### config.mk
export PLATFORM = sky130hd
export DESIGN_NAME = otter_fetch
export DESIGN_NICKNAME = d
export VERILOG_FILES = /design/src/rtl/otter_fetch.sv
export SDC_FILE = /design/constraint.sdc
export NUM_CORES = 1
export LEC_CHECK = 0
export CAP_MARGIN = 10
export CORE_MARGIN = 3
export CORE_UTILIZATION = 45
export DETAILED_ROUTE_END_ITERATION = 6
export GPL_ROUTABILITY_DRIVEN = 1
export GPL_TIMING_DRIVEN = 0
export PLACE_DENSITY_LB_ADDON = 0.12
export SLEW_MARGIN = 25
export SYNTH_ARGS = -nofsm -noshare
export SYNTH_HDL_FRONTEND = slang
export SYNTH_SLANG_ARGS = --single-unit
### constraint.sdc
create_clock -name CLK -period 4.17 [get_ports CLK]
set_input_delay 1.0425 -clock CLK [delete_from_list [all_inputs] [get_ports CLK]]
set_output_delay 1.0425 -clock CLK [all_outputs]
set_load 0.05 [all_outputs]
### src/rtl/otter_fetch.sv
// OTTER instruction-fetch stage: PC select, pipelined imem requests,
// in-flight address tracking and a 2-entry instruction queue for decode.
module otter_fetch #(
   parameter logic [31:0] RESET_VEC = 32'h0000_0000
) (
   input  logic        CLK,
   input  logic        RST_N,
   input  logic        EX_VALID,
   input  logic [3:0]  CU_PCSOURCE,
   input  logic [31:0] JALR_TARGET,
   input  logic [31:0] BRANCH_TARGET,
   input  logic [31:0] JAL_TARGET,
   output logic        IMEM_REQ,
   output logic [31:0] IMEM_ADDR,
   input  logic        IMEM_RDY,
   input  logic        IMEM_RVALID,
   input  logic [31:0] IMEM_RDATA,
   output logic        IF_VALID,
   output logic [31:0] IF_PC,
   output logic [31:0] IF_IR,
   input  logic        ID_READY
);

   logic [31:0] pc_q, pc_d;
   logic [1:0]  out_q, out_d;
   logic [1:0]  cnt_q, cnt_d;
   logic [1:0]  kill_q, kill_d;

   logic [31:0] ifq_q [2];
   logic        ifq_wp_q, ifq_rp_q;

   logic [31:0] fpc_q [2];
   logic [31:0] fir_q [2];
   logic        f_wp_q, f_rp_q;

   logic        redirect;
   logic [31:0] target;
   logic        pop, do_pop, push, accept;
   logic [2:0]  used;

   always_comb begin
      redirect = 1'b0;
      target   = 32'h0;
      case (CU_PCSOURCE)
         4'd1: begin
            redirect = EX_VALID;
            target   = {JALR_TARGET[31:2], 2'b00};
         end
         4'd2: begin
            redirect = EX_VALID;
            target   = {BRANCH_TARGET[31:2], 2'b00};
         end
         4'd3: begin
            redirect = EX_VALID;
            target   = {JAL_TARGET[31:2], 2'b00};
         end
         default: begin
            redirect = 1'b0;
            target   = 32'h0;
         end
      endcase
   end

   // Credit counts in-flight plus queued, net of this cycle's pop.
   assign pop      = (cnt_q != 2'd0) && ID_READY;
   assign used     = {1'b0, out_q} + {1'b0, cnt_q} - {2'b00, pop};
   assign IMEM_REQ = RST_N && !redirect && (used < 3'd2);
   assign accept   = IMEM_REQ && IMEM_RDY;
   assign push     = IMEM_RVALID && (kill_q == 2'd0) && !redirect;
   assign do_pop   = pop && !redirect;

   assign IMEM_ADDR = pc_q;
   assign IF_VALID  = (cnt_q != 2'd0);
   assign IF_PC     = fpc_q[f_rp_q];
   assign IF_IR     = fir_q[f_rp_q];

   always_comb begin
      pc_d = pc_q;
      if (redirect)    pc_d = target;
      else if (accept) pc_d = pc_q + 32'd4;

      out_d = out_q + {1'b0, accept} - {1'b0, IMEM_RVALID};

      kill_d = kill_q;
      if (redirect)
         kill_d = out_d;
      else if (IMEM_RVALID && (kill_q != 2'd0))
         kill_d = kill_q - 2'd1;

      cnt_d = cnt_q;
      if (redirect) cnt_d = 2'd0;
      else          cnt_d = cnt_q + {1'b0, push} - {1'b0, do_pop};
   end

   always_ff @(posedge CLK or negedge RST_N) begin
      if (!RST_N) begin
         pc_q     <= RESET_VEC;
         out_q    <= 2'd0;
         cnt_q    <= 2'd0;
         kill_q   <= 2'd0;
         ifq_q[0] <= 32'h0;
         ifq_q[1] <= 32'h0;
         ifq_wp_q <= 1'b0;
         ifq_rp_q <= 1'b0;
         fpc_q[0] <= 32'h0;
         fpc_q[1] <= 32'h0;
         fir_q[0] <= 32'h0;
         fir_q[1] <= 32'h0;
         f_wp_q   <= 1'b0;
         f_rp_q   <= 1'b0;
      end else begin
         pc_q   <= pc_d;
         out_q  <= out_d;
         cnt_q  <= cnt_d;
         kill_q <= kill_d;
         if (accept) begin
            ifq_q[ifq_wp_q] <= pc_q;
            ifq_wp_q        <= ~ifq_wp_q;
         end
         if (IMEM_RVALID)
            ifq_rp_q <= ~ifq_rp_q;
         if (redirect) begin
            f_wp_q <= 1'b0;
            f_rp_q <= 1'b0;
         end else begin
            // A full queue popped and pushed together reuses the head slot.
            if (push) begin
               fpc_q[f_wp_q] <= ifq_q[ifq_rp_q];
               fir_q[f_wp_q] <= IMEM_RDATA;
               f_wp_q        <= ~f_wp_q;
            end
            if (do_pop)
               f_rp_q <= ~f_rp_q;
         end
      end
   end

endmodule
==> impl_metrics.ini, run 1 <==
[outcome]
status = complete, no violations

[power]
p_leak_nw = 6.00
ir_worst_vdd_mv = 0.380
pwr-share-clk_pct = 17.6
p_sw_mw = 4.98
p_per_area_mw_per_mm2 = 836
combPwrFrac_pct = 51.4
intPower_mw = 6.98
share_seq_of_total_power_pct = 31.0
p_sw_share_pct = 41.6

[routing]
wl_um = 26600
drc_errors = 0
viasPerCell = 5.26
ant_nets = 0
dr.first_iter.drc_count = 352
avgRoutedWirePerCell_um = 18.0
vias = 7775
dr.pass1.iters = 5

[sta]
max_freq_mhz = 249
worst-slew-pin-transition_ns = 0.791
max_slew_margin_pct = 47.3
finalHoldViolations = 0
setup_ws_ns = 0.158
rsz0062_at_grt = false
finalHoldWorstSlack_ns = 0.430
drv_slew = 0
clock_skew_ns = 0.00677
post-route-period-util_pct = 96.2
fin_setup_tns_ns = 0
period_minus_slack_ns = 4.01
setup_viol = 0

[clocking]
insertion_delay_ns = 0.51
numCtsBuffers = 24
clockRootBuffer = clkbuf_16
clkSinkCount = 224
clock_tree.buffer_depth = 3
cts_tree = yes
clkSlewWorstSetupHoldPaths_ns = 0.05
h-tree-depth = 1

[floorplan]
core.rowCount = 55
die_y_um = 161
start_util_pct = 46.6
ioPinCount = 236
die-area_mm2 = 0.0258
die_w_um = 161
core-area_mm2 = 0.0231

[layout]
fin_nets = 1294
multi_input_area_mm2 = 0.00479
utilization_pct = 62.0
seq_area_mm2 = 0.00561
n_fill_cell = 1936
final_layout_size_suffix_gt1_share_pct = 25.1
syn_to_final_growth_pct = 33.0
n_antenna_cell = 0

[critical_path]
startpoint = ID_READY
worstPathMaxFanout = 3
endpoint_kind = primary output
cp.arrival_ns = 2.97
start_kind = primary input
critPathKind = primary input to primary output
r2r_start = cnt_q[1]
required_ns = 3.13

[placed_design]
hpwl_um = 19700
globalplace.congestion = 0.830
pre_cts_ws_ns = -0.879
io_buffers = 224

[synth]
synthCells = 890
ys_warn_count = 0
yosysUniqueCellTypes = 46
synth-main-ff-cell = dfrtp_1
synth-edff-count = 0
ys_ff_latch = 224
async_flop_share_pct = 100
yosysMostFrequentCell = dfrtp_1
synth_area_mm2 = 0.0108
synth_largest_area_cell = dfrtp_1
synthTopCellsByCount = 224 x dfrtp_1, 204 x mux2_2, 61 x nand2_1
synth_top_area_share_pct = 52.1
avgSynthCellArea_um2 = 12.1
yosysSeqAreaShare_pct = 52.1
synthTopCellsByArea = dfrtp_1 52%, mux2_2 21%, mux2i_1 3.1%

[global_route]
grt_overflow_total = 0
grt_max_degree = 67
antenna_found_initial = 0
grt_pass1_wl_um = 43000
grt_pass1_vias = 8201
grt_use_total_pct = 20.5

[worst_hold_path]
holdCritPathClass = primary input to asynchronous set/reset pin

[flow_run]
cap_violations = 0
final timing paths:
kind                                  to  slack, ns  cells after the start
max reg2reg                    kill_q[1]       0.94                     16
min in group CLK               fpc_q[25]       0.47                      2
max                             IMEM_REQ       0.16                      9
max in group asynchronous  IMEM_ADDR[23]       2.78                      3
min                            fir_q[30]       0.43                      1
min reg2reg                    fpc_q[25]       0.47                      2
metrics by stage:
stage	cell area [µm²]	power [mW]	std cells
after floorplan	10800	7.99	893
after global placement	13400	9.77	1430
after detailed placement	13500	9.87	1433
after CTS	14300	12.1	1478
after global routing	14300	12.7	1478
final	14300	12.0	1478
layout by cell type (no fill, tap or decap), types with 5 or more instances in the layout:
cell type | netlist | routed
ha_1 | 8 | 8
nand3_1 | 11 | 11
a22oi_1 | 5 | 5
nand2_1 | 61 | 61
inv_1 | 9 | 9
clkbuf_16 | 0 | 25
buf_2 | 14 | 14
buf_4 | 7 | 9
nand4_1 | 12 | 12
mux2_2 | 204 | 204
xnor2_1 | 31 | 31
nor3_1 | 12 | 12
a21oi_1 | 55 | 55
o21ai_0 | 41 | 41
clkbuf_8 | 0 | 6
and3_1 | 6 | 6
buf_6 | 9 | 9
mux2i_1 | 33 | 33
a221oi_1 | 21 | 21
mux2_1 | 8 | 8
clkinv_2 | 0 | 5
nor2_1 | 48 | 47
clkdlybuf4s50_1 | 0 | 222
dfrtp_1 | 224 | 224
clkbuf_1 | 29 | 34
timing repair:
item,CTS,global route
hold buffers,0,0
gates resized for setup,8,3
setup buffers,1,0
setup endpoints to repair,1,8
endpoints found under the hold margin,0,0
pin swaps,1,0
logic make-up (layout without fill, tap and decap cells):
family          after synthesis  in the layout  synth area share [%]
mux                         245            245                  25.3
flops                       224            224                  52.1
simple gates                176            176                  7.95
compound gates              128            128                  6.96
buf+inv                      71            343                  3.53
xor+xnor                     36             36                  3.00
fa+ha+maj                     9              9                  1.12
other cells                   1              4                0.0349
layer usage:
layer	vias to the layer above	part of all wire [%]	GRT usage, %
met2	285	47	34.5
met1	3771	44	27.0
li1	3681	-	-
met4	0	2.1	5.56
met3	38	6.9	4.33
met5	-	0	0
worst max-delay path, cell delays in order:
cell and delay (ns):
clkdlybuf4s50_1 0.40, nand2_1 0.12, inv_1 0.06, ha_1 0.26
nand2b_1 0.16, fa_2 0.56, nand3_1 0.08, nor2_2 0.10
buf_4 0.20
state kept, by name, indices dropped and copies added, names as in the netlist, 2 cells and up:
name       count
kill_q         2
cnt_q          2
ifq_q         60
fpc_q         60
IMEM_ADDR     30
out_q          2
fir_q         64
power by group through the flow:
stage / Sequential, mW / Clock [mW] / Combinational (mW)
3_5_place_dp: 3.75 / 0 / 6.12
4_1_cts: 3.71 / 2.16 / 6.20
2_1_floorplan: 3.80 / 0 / 4.18
5_1_grt: 3.85 / 2.25 / 6.57
6_report: 3.71 / 2.10 / 6.15
3_3_place_gp: 3.72 / 0 / 6.05
cell type report:
| type | count | share of cell area (%) |
|---|---|---|
| clock inverters | 6 | 0.385 |
| inverters | 9 | 0.236 |
| repair buffers | 228 | 16.3 |
| flip-flops and latches | 224 | 39.2 |
| clock buffers | 38 | 5.14 |
| plain buffers | 62 | 2.43 |
| well taps | 313 | 2.74 |
| multi-input cells | 598 | 33.5 |
Power figures use the tool's default switching activity.
==> run 2, diff against run 1 <==
- ABC_AREA: default -> 1
- PLACE_DENSITY: default -> 0.8
- PLACE_DENSITY_LB_ADDON: 0.12 -> default
==> impl_metrics.ini, run 2 <==
[synth]
synthCells = 1536
synthTopCellsByCount = 569 x nand2_1, 224 x dfrtp_1, 171 x o21ai_0
synthTopCellsByArea = dfrtp_1 48%, nand2_1 18%, o21ai_0 7.4%
synth-edff-count = 0
yosysMostFrequentCell = nand2_1
synth_largest_area_cell = dfrtp_1
async_flop_share_pct = 100
yosysSeqAreaShare_pct = 48.2
synth_top_area_share_pct = 48.2
synth-main-ff-cell = dfrtp_1
ys_warn_count = 0
yosysUniqueCellTypes = 36
synth_area_mm2 = 0.0116
ys_ff_latch = 224
avgSynthCellArea_um2 = 7.57

[critical_path]
cp_top_family = buffers and inverters
r2r_start = cnt_q[0]
critPathKind = primary input to primary output
required_ns = 3.13
r2r_end = kill_q[1]
cp_cell_sequence = clkdlybuf4s50_1 -> nand2_2 -> inv_1 -> ha_1 -> inv_1 -> nand2_1 -> fa_1 -> nand2_1 -> nand4_4 -> nor2_8 -> buf_6
cp.arrival_ns = 3.05
endpoint_kind = primary output
worstPathMaxFanout = 3
reg2regPathDepth = 21
worst-path-buf-inv = 4
slowest_stage = clkdlybuf4s50_1
start_kind = primary input
crit_cells = 11
startpoint = ID_READY
cpPeakStageDelay_ns = 0.45
crit_end = IMEM_REQ
r2r_slack_ns = 0.52

[layout]
largest_reg_flops = 64
final_common_cell = nand2_1
fin_nets = 1940
n_fill_cell = 2222
seq_area_mm2 = 0.00561
stdcell_area_mm2 = 0.0152
final_layout_size_suffix_gt1_share_pct = 8.45
multi_input_area_mm2 = 0.00493
syn_to_final_growth_pct = 30.9
top_regs = fir_q (64), fpc_q (60), ifq_q (60)
top_register = fir_q
final_cell_mix = 568 x nand2_1, 224 x dfrtp_1, 222 x clkdlybuf4s50_1
n_antenna_cell = 0

[sta]
setup_viol = 0
post-route-period-util_pct = 98.2
drv_slew = 0
max_slew_margin_pct = 59.0
period_minus_slack_ns = 4.10
worst-slew-pin-transition_ns = 0.609
max_freq_mhz = 244
rsz0062_at_grt = false
clock_skew_ns = 0.0155
finalHoldViolations = 0

[global_route]
grt_max_degree = 71
grt_use_total_pct = 24.3
grt_pass1_wl_um = 56200
grt_overflow_total = 0
grt_pass1_vias = 11204
antenna_found_initial = 0

[floorplan]
die-area_mm2 = 0.0278
start_util_pct = 46.0
die_w_um = 167
ioPinCount = 236
core-area_mm2 = 0.0253
die_y_um = 167
core.rowCount = 58

[power]
combPwrFrac_pct = 51.5
p_per_area_mw_per_mm2 = 802
p_sw_mw = 5.67
p_total_mw = 12.2
ir_worst_vdd_mv = 0.612
p_leak_nw = 7.39
share_seq_of_total_power_pct = 30.9
intPower_mw = 6.52
p_sw_share_pct = 46.5
pwr-share-clk_pct = 17.6

[clocking]
insertion_delay_ns = 0.52
clockRootBuffer = clkbuf_16
h-tree-depth = 1
clock_tree.buffer_depth = 3
hold_buffers = 0
clkSinkCount = 224
numCtsBuffers = 24
cts_tree = yes
clkSlewWorstSetupHoldPaths_ns = 0.06

[placed_design]
place_area_mm2 = 0.0144
io_buffers = 224
hpwl_um = 25800
globalplace.congestion = 0.884

[flow_run]
cap_violations = 0

[routing]
dr.first_iter.drc_count = 950
wl_um = 34300
drc_errors = 1
vias = 10986
avgRoutedWirePerCell_um = 16.0
viasPerCell = 5.13
ant_nets = 0
dr.pass1.iters = 7

[outcome]
violations = DRC
status = finished with violations

[worst_hold_path]
holdCritPathClass = primary input to asynchronous set/reset pin
[run 2: changes by cell type after synthesis, sizes merged, moves of 29 or more]
| cell | before | now |
|---|---|---|
| nand2 | 61 | 574 |
| o21ai | 41 | 219 |
| mux2i | 33 | 0 |
| nand3 | 12 | 89 |
| a21oi | 55 | 18 |
| nor2 | 50 | 88 |
| mux2 | 212 | 33 |
| xnor2 | 31 | 2 |
| inv | 9 | 167 |
[run 2: power by group through the flow]
stage / Combinational (mW) / Clock, mW / Sequential [mW]
after global placement: 6.07 / 0 / 3.74
after CTS: 6.28 / 2.19 / 3.76
final: 6.28 / 2.15 / 3.77
after floorplan: 3.87 / 0 / 3.96
after detailed placement: 6.20 / 0 / 3.78
after global routing: 6.82 / 2.27 / 3.88
[run 2: layout make-up]
cell class                      instances  area share [%]
Sequential cell                       224            36.8
Clock buffer                           37            4.94
Tap cell                              330            2.71
Multi-Input combinational cell       1063            32.4
Clock inverter                          6           0.362
Inverter                              167            4.12
Timing Repair Buffer                  228            15.4
Buffer                                 85            3.27
[run 2: worst min path at each step]
stage,endpoint,startpoint,slack (ns),depth (start not counted)
after global routing,fir_q[42],RST_N,0.41,1
after CTS,fir_q[42],RST_N,0.39,1
final,fir_q[42],RST_N,0.39,1
after floorplan,ifq_wp_q,ifq_wp_q,0.44,2
after detailed placement,fpc_q[22],fpc_q[22],0.47,2
after global placement,ifq_wp_q,ifq_wp_q,0.45,2
[run 2: kinds of logic (layout without fill, tap and decap cells)]
| group | after synthesis | in the layout | share of synthesized area, % |
|---|---|---|---|
| and+or+nand+nor | 766 | 766 | 26.6 |
| buffers and inverters | 252 | 523 | 9.63 |
| AOI/OAI and AO/OA | 244 | 244 | 10.7 |
| DFF | 224 | 224 | 48.2 |
| muxes | 33 | 33 | 3.20 |
| adders and majority gates | 9 | 9 | 1.03 |
| xor gates and xnor gates | 7 | 7 | 0.527 |
| other | 1 | 4 | 0.0323 |
[run 2: worst reg2reg max path: stages, from the launching register on]
cell	delay, ns
dfrtp_1	0.40
inv_1	0.10
nand2_1	0.12
nand2_2	0.12
inv_1	0.05
ha_1	0.26
inv_1	0.05
nand2_1	0.06
fa_1	0.40
nand2_1	0.12
nand4_4	0.18
nor2_8	0.14
buf_4	0.19
nand2_4	0.11
buf_6	0.18
ha_1	0.28
inv_1	0.04
ha_1	0.19
xnor2_1	0.14
xor2_1	0.19
a21oi_1	0.16
nand2_1	0.06
[run 2: timing repair]
action,in CTS,in global routing
buffers inserted,1,0
setup endpoints to repair,1,2
pin swaps,1,2
gates resized for setup,7,4
[run 2: metal layers]
layer	share of wire (%)	vias to the layer above	track usage [%]	routed length (µm)
met4	3.1	0	7.96	1050
met3	8.0	73	5.15	2760
li1	-	5335	-	-
met1	41	5109	30.2	13900
met5	0	-	0	0
met2	48	469	42.4	16500
[run 2: through the flow]
step	setup TNS, ns	setup WS (ns)	cells	hold slack (ns)	utilization [%]
floorplan	0	0.285	1539	0.442	-
global placement	-2290.08	-8.35	2093	0.454	56.6
detailed placement	-2.08	-0.827	2096	0.465	56.9
CTS	0	0.000845	2140	0.394	60.2
global route	0	0.000962	2140	0.406	60.2
finish	0	0.0748	2140	0.394	60.2
==> run 3, diff against run 2 <==
- CORE_UTILIZATION: 45 -> 30
- PLACE_DENSITY: 0.8 -> 0.6
==> impl_metrics.ini, run 3 (same netlist as run 2, synthesis figures left out) <==
[routing]
vias = 10672
avgRoutedWirePerCell_um = 15.7
top_layer_used = met4
dr.pass1.iters = 7
route.met2.wl_um = 17000
drc_errors = 0
wl_met1_um = 16300
routed-wl-met3_um = 2480
dr.first_iter.drc_count = 636
wl_um = 36600
viasPerCell = 4.58
ant_nets = 0

[worst_hold_path]
min-delay-start = fir_q[30]
holdCritPathClass = flop to flop
worstHoldPathCells = 2
hold_end = fir_q[30]

[sta]
fin_setup_tns_ns = 0
clock_skew_ns = 0.0247
max_freq_mhz = 249
setup_viol = 0
rsz0062_at_grt = false
max_slew_margin_pct = 46.8
finalHoldWorstSlack_ns = 0.479
drv_slew = 0
period_minus_slack_ns = 4.02
worst-slew-pin-transition_ns = 0.798
post-route-period-util_pct = 96.5
finalHoldViolations = 0

[clocking]
cts_tree = yes
clockRootBuffer = clkbuf_16
clock_tree.buffer_depth = 3
clkSlewWorstSetupHoldPaths_ns = 0.06
numCtsBuffers = 27
clkSinkCount = 224
insertion_delay_ns = 0.55
h-tree-depth = 1

[critical_path]
critPathKind = primary input to primary output
endpoint_kind = primary output
r2r_start = cnt_q[1]
r2r_end = kill_q[1]
worstPathMaxFanout = 2
cp.arrival_ns = 2.98
r2r_slack_ns = 0.56
start_kind = primary input
required_ns = 3.13
reg2regPathDepth = 20

[global_route]
grt_max_degree = 87
antenna_found_initial = 0
grt_use_total_pct = 17.6
grt_pass1_wl_um = 59100
grt_overflow_total = 0
grt_pass1_vias = 10937

[floorplan]
core-area_mm2 = 0.0379
core.rowCount = 71
die-area_mm2 = 0.0411
start_util_pct = 30.6
die_y_um = 203
ioPinCount = 236
die_w_um = 203

[outcome]
status = complete, no violations

[layout]
fin_nets = 1944
final_common_cell = nand2_1
top_register = fir_q
largest_reg_flops = 64
final_layout_size_suffix_gt1_share_pct = 8.86
n_antenna_cell = 0
syn_to_final_growth_pct = 33.8
top_regs = fir_q (64), fpc_q (60), ifq_q (60)
final_cell_mix = 568 x nand2_1, 224 x dfrtp_1, 220 x clkdlybuf4s50_1

[power]
ir_worst_vdd_mv = 0.320
p_leak_nw = 7.46
p_per_area_mw_per_mm2 = 807

[placed_design]
globalplace.congestion = 0.870
hpwl_um = 27300
io_buffers = 224

[flow_run]
cap_violations = 0
run 3: per-layer routing:
metal,up-vias,track usage (%)
li1,5352,-
met1,4953,23.2
met2,321,29.7
met3,46,3.88
met4,0,4.16
met5,-,0
run 3: final cells by class:
class / count / area [µm²]
plain buffers: 85 / 497
multi-input cells: 1063 / 4920
well taps: 511 / 639
clock buffers: 33 / 728
repair buffers: 229 / 2330
inverters: 167 / 627
fillers: 3947 / 22400
flip-flops and latches: 224 / 5610
clock inverters: 16 / 205
run 3: worst max-delay path by stage:
stage | startpoint | end | slack [ns]
CTS | ID_READY | IMEM_REQ | 0.01
global placement | RST_N | IMEM_REQ | -8.95
floorplan | ID_READY | kill_q[1] | 0.28
detailed placement | ID_READY | IMEM_REQ | -0.91
global route | ID_READY | IMEM_REQ | 0.004
finish | ID_READY | IMEM_REQ | 0.15
run 3: per-stage QoR:
step / instance area (µm²) / utilization, % / cells / setup WS [ns] / total power [mW]
after global placement: 14500 / 38.3 / 2274 / -8.95 / 9.98
after global routing: 15600 / 41.0 / 2328 / 0.00421 / 13.4
after CTS: 15500 / 40.9 / 2326 / 0.0107 / 12.6
final: 15600 / 41.0 / 2328 / 0.146 / 12.5
after detailed placement: 14600 / 38.4 / 2276 / -0.908 / 10.1
after floorplan: 11600 / - / 1539 / 0.285 / 7.83
run 3: timing repair:
action	in CTS	in global routing
resized for setup	8	4
pin swaps	1	3
setup endpoints to repair	2	4
hold buffers	0	0
buffers inserted	1	2
run 3: report_power, final:
| part | total (mW) | internal [mW] | switching (mW) | leakage (nW) |
|---|---|---|---|---|
| Sequential | 3.77 | 3.12 | 0.656 | 2.82 |
| Clock | 2.47 | 1.50 | 0.975 | 0.454 |
| Combinational | 6.30 | 2.13 | 4.18 | 4.18 |
run 3: worst max-delay path: stages:
cell	delay (ns)
clkdlybuf4s50_1	0.47
nand2_2	0.06
inv_1	0.05
ha_1	0.21
inv_1	0.05
nand2_1	0.05
fa_1	0.53
nand4_4	0.20
nor2_8	0.14
buf_6	0.17
